==> src/rtl/sipo_deser.sv <==
// Serial-in, parallel-out deserializer: assembles qualified serial bits into WIDTH-bit words
// and holds each word in a one-deep valid/ready buffer with sticky overflow/frame error flags.
module sipo_deser #(
  parameter int unsigned WIDTH     = 4,
  parameter bit          MSB_FIRST = 1'b1
) (
  input  logic             clk,
  input  logic             rst,
  input  logic             sin,
  input  logic             sin_valid,
  input  logic             sin_sof,
  input  logic             clear,
  output logic [WIDTH-1:0] pout,
  output logic             pout_valid,
  input  logic             pout_ready,
  output logic             overflow,
  output logic             frame_err
);

  localparam int unsigned CntW = $clog2(WIDTH);
  localparam logic [CntW-1:0] CntLast = CntW'(WIDTH - 1);

  logic [WIDTH-1:0] sr_q, sr_d, sr_shift;
  logic [CntW-1:0]  cnt_q, cnt_d;
  logic [WIDTH-1:0] pout_q, pout_d;
  logic             pout_valid_q, pout_valid_d;
  logic             overflow_q, overflow_d;
  logic             frame_err_q, frame_err_d;
  logic             word_done, drain, ovf_set, ferr_set;

  always_comb begin
    sr_shift = MSB_FIRST ? {sr_q[WIDTH-2:0], sin} : {sin, sr_q[WIDTH-1:1]};
    sr_d      = sr_q;
    cnt_d     = cnt_q;
    word_done = 1'b0;
    ferr_set  = 1'b0;
    if (sin_valid) begin
      if (sin_sof) begin
        // Realign: drop the partial word and restart with this bit as bit 0.
        sr_d     = MSB_FIRST ? WIDTH'(sin) : {sin, {(WIDTH-1){1'b0}}};
        cnt_d    = CntW'(1);
        ferr_set = (cnt_q != '0);
      end else begin
        sr_d = sr_shift;
        if (cnt_q == CntLast) begin
          cnt_d     = '0;
          word_done = 1'b1;
        end else begin
          cnt_d = cnt_q + 1'b1;
        end
      end
    end
  end

  always_comb begin
    drain        = pout_valid_q & pout_ready;
    pout_d       = pout_q;
    pout_valid_d = pout_valid_q;
    ovf_set      = 1'b0;
    if (word_done) begin
      if (!pout_valid_q || drain) begin
        pout_d       = sr_shift;
        pout_valid_d = 1'b1;
      end else begin
        ovf_set = 1'b1;
      end
    end else if (drain) begin
      pout_valid_d = 1'b0;
    end
    // A new error event on the same edge as clear wins.
    overflow_d  = ovf_set | (overflow_q & ~clear);
    frame_err_d = ferr_set | (frame_err_q & ~clear);
  end

  always_ff @(posedge clk or negedge rst) begin
    if (!rst) begin
      sr_q         <= '0;
      cnt_q        <= '0;
      pout_q       <= '0;
      pout_valid_q <= 1'b0;
      overflow_q   <= 1'b0;
      frame_err_q  <= 1'b0;
    end else begin
      sr_q         <= sr_d;
      cnt_q        <= cnt_d;
      pout_q       <= pout_d;
      pout_valid_q <= pout_valid_d;
      overflow_q   <= overflow_d;
      frame_err_q  <= frame_err_d;
    end
  end

  assign pout       = pout_q;
  assign pout_valid = pout_valid_q;
  assign overflow   = overflow_q;
  assign frame_err  = frame_err_q;

endmodule

==> config.mk <==
export PLATFORM = sky130hd
export DESIGN_NAME = sipo_deser
export DESIGN_NICKNAME = d
export VERILOG_FILES = /design/src/rtl/sipo_deser.sv
export SDC_FILE = /design/constraint.sdc
export NUM_CORES = 1
export LEC_CHECK = 0
export BUFFER_PORTS_ARGS = -buffer_cell sky130_fd_sc_hd__buf_2
export CAP_MARGIN = 10
export CORE_MARGIN = 2
export CORE_UTILIZATION = 29
export CTS_CLUSTER_DIAMETER = 50
export CTS_CLUSTER_SIZE = 8
export DETAILED_ROUTE_END_ITERATION = 16
export GPL_ROUTABILITY_DRIVEN = 0
export PLACE_DENSITY = 0.58
export SYNTH_ARGS = -nofsm -noshare
export SYNTH_HDL_FRONTEND = slang
export SYNTH_SLANG_ARGS = --single-unit
==> constraint.sdc <==
create_clock -name clk -period 2 [get_ports clk]
set_clock_uncertainty 0.1 [all_clocks]
set_input_delay 0.4 -clock clk [delete_from_list [all_inputs] [get_ports clk]]
set_output_delay 0.4 -clock clk [all_outputs]
set_load 0.03 [all_outputs]
==> summary.md <==
| Metric | Value |
|---|---|
| Setup_tns | 0 ns |
| Wire per inst | 10.1 um |
| Initial Util | 30.3% |
| Cell taking the most area after synthesis | dfrtp_1 |
| Width of the die | 46.3 um |
| Area of the mapped netlist | 518 um2 |
| CTS resizes | 0 |
| Vias | 337 |
| Top-area cell type share of the netlist area | 58.0% |
| Warnings, synthesis | 0 |
| HPWL after DPL | 635 um |
| Netlist cell types | 14 |
| I/O pin cnt | 14 |
| CTS tree | done |
| Row count | 15 |
| Worst setup SP type | flop |
| DRT Wirelength | 857 um |
| Initial DRC count | 2 |
| FF-to-FF Start | cnt_q[0] |
| Most frequent cells in the layout | buf_2 (13), dfrtp_1 (12), inv_1 (6) |
| DRT Pass-1 Iters | 2 |
| CP startpoint | cnt_q[0] |
| Syn nets | 52 |
| Max cap viols | 0 |
| Syn-to-layout area delta | 26.1% |
| CP required | 2.06 ns |
| Final hold viol count | 0 |
| Post-route DRC violation count | 0 |
| Fmax | 700 MHz |
| Fillers | 179 |
| Vias per cell | 3.96 |
| Num CTS Buffers | 3 |
| Flops & latches, synth | 12 |
| Clock Latency Late Sink | 0.27 ns |
| Power Dens Cells | 1060 nW/um2 |
| Layout cells sized above 1 | 38.3% |
| Ant. Diodes | 0 |
| Max Slew Vio Count | 0 |
| Layout Nets | 70 |
| Core ar. | 1710 um2 |
| Synth top area cells | dfrtp_1 (58%), mux2_2 (8.7%), ha_1 (4.8%), o21ai_0 (4.8%), inv_1 (4.3%) |
| Crit. End Element | flop |
| VDD IR-drop max | 0.000450 V |
| Hold WS | 0.232 ns |
| DIE HEIGHT | 46.3 um |
| P_leak | 0.349 nW |
| ANT nets after route | 0 |
| H-tree depth | 1 |
| Gr usage total | 9.52% |
| Fin crit share | 71.4% |
| Post-CTS Setup Inserts | 0 |
| HP Class | input port to flop |
| RSZ-0062 raised after global routing | false |
| FF-to-FF setup slack | 0.57 ns |
| Syn avg cell area | 12.0 um2 |
| Overflow after GRT | 0 |
| Gate Count Post-Synth | 43 |
| Setup Viol. Count Final | 0 |
| Critical path fanouts, max | 4 |
| Clock slew at reported path FFs | 0.08 ns |
| Antenna violations before repair | 0 |
| R2r endpoint | pout[3] |
| Worst slew margin | 81.4% |
| R2R depth | 4 |
| Sink Count | 12 |
| Worst setup endpoint | pout[3] |
| Run status | completed |
| Worst-Margin Slew | 0.279 ns |
| CP arrival | 1.49 ns |
| Seq/Total Area, Yosys | 58.0% |
| Vias in the first global route | 342 |
| Most common cell after layout, fill and taps aside | buf_2 |
| Minimum clock period | 1.43 ns |
| Largest net degree at the start of global routing | 13 |
| CTS Root Buffer Type | clkbuf_4 |
| I/O Buffers | 13 |
| Crit Path Class | flop to flop |
| Die Area | 2140 um2 |
| CTS Buffer Depth | 2 |
| First-pass GRT wire length | 1.37 mm |
==> power by group <==
part,internal (mW),switching [mW]
clock,0.111,0.0768
combinational,0.0683,0.121
sequential,0.290,0.0236
==> metrics by stage <==
stage	power [mW]	utilization [%]	cell area (um2)	worst slack (ns)	instances
3_5_place_dp	0.508	35.5	607	0.566	80
3_3_place_gp	0.509	35.5	607	0.571	80
6_report	0.689	38.2	653	0.571	85
4_1_cts	0.705	38.2	653	0.549	85
5_1_grt	0.734	38.2	653	0.498	85
2_1_floorplan	0.450	-	518	0.644	43
==> layout make-up <==
class                           count  area, um2  share of cell area (%)
Sequential cell                    12        300                    46.0
Multi-Input combinational cell     24        188                    28.7
Timing Repair Buffer               14       75.1                    11.5
Clock buffer                        4       36.3                    5.56
Tap cell                           25       31.3                    4.79
Inverter                            6       22.5                    3.45
==> synth_stat cells (all sizes together) <==
cell / n
ha: 2
nand2b: 1
buf: 1
dfrtp: 12
nor2: 1
o21ai: 5
inv: 6
nor2b: 2
nand3b: 1
mux2: 5
o22ai: 2
nand2: 5
==> registers in the layout (all words and copies together) (netlist names) <==
register / count
frame_err: 1
pout: 4
overflow: 1
pout_valid: 1
sr_q: 3
cnt_q: 2
==> how the worst min path moves through the flow <==
| stage | from | endpoint | slack [ns] | cells past startpoint |
|---|---|---|---|---|
| after detailed placement | rst | frame_err | 0.20 | 1 |
| after global routing | clear | overflow | 0.25 | 2 |
| after global placement | rst | frame_err | 0.19 | 1 |
| after CTS | clear | overflow | 0.22 | 2 |
| final | clear | overflow | 0.23 | 2 |
| after floorplan | rst | cnt_q[0] | 0.004 | 0 |
==> metal layers <==
| metal | global-route usage, % | wire length (um) | part of all wire, % | up-vias |
|---|---|---|---|---|
| met2 | 13.6 | 406 | 47 | 10 |
| met5 | 0 | 0 | 0 | - |
| met4 | 6.86 | 0 | 0 | 0 |
| met3 | 3.92 | 47 | 5.5 | 0 |
| li1 | - | - | - | 175 |
| met1 | 11.3 | 403 | 47 | 152 |
==> cells by family after synthesis <==
family / synth area share (%)
AOI/OAI and AO/OA: 7.25
adders and majority gates: 4.83
buffers and inverters: 5.80
DFF: 58.0
muxes: 10.9
and+or+nand+nor: 13.3
==> repair_timing <==
| item | in CTS | in global routing |
|---|---|---|
| setup endpoints to repair | 0 | 0 |
| hold endpoints to repair | 12 | 0 |
| hold buffers | 1 | 0 |
==> worst max-delay path, cell delays in order (launching register included) <==
cell	delay, ns
dfrtp_1	0.38
ha_1	0.23
nand3b_4	0.11
nor2b_4	0.17
mux2_2	0.34
No activity file was read; power rests on OpenSTA's default activity.
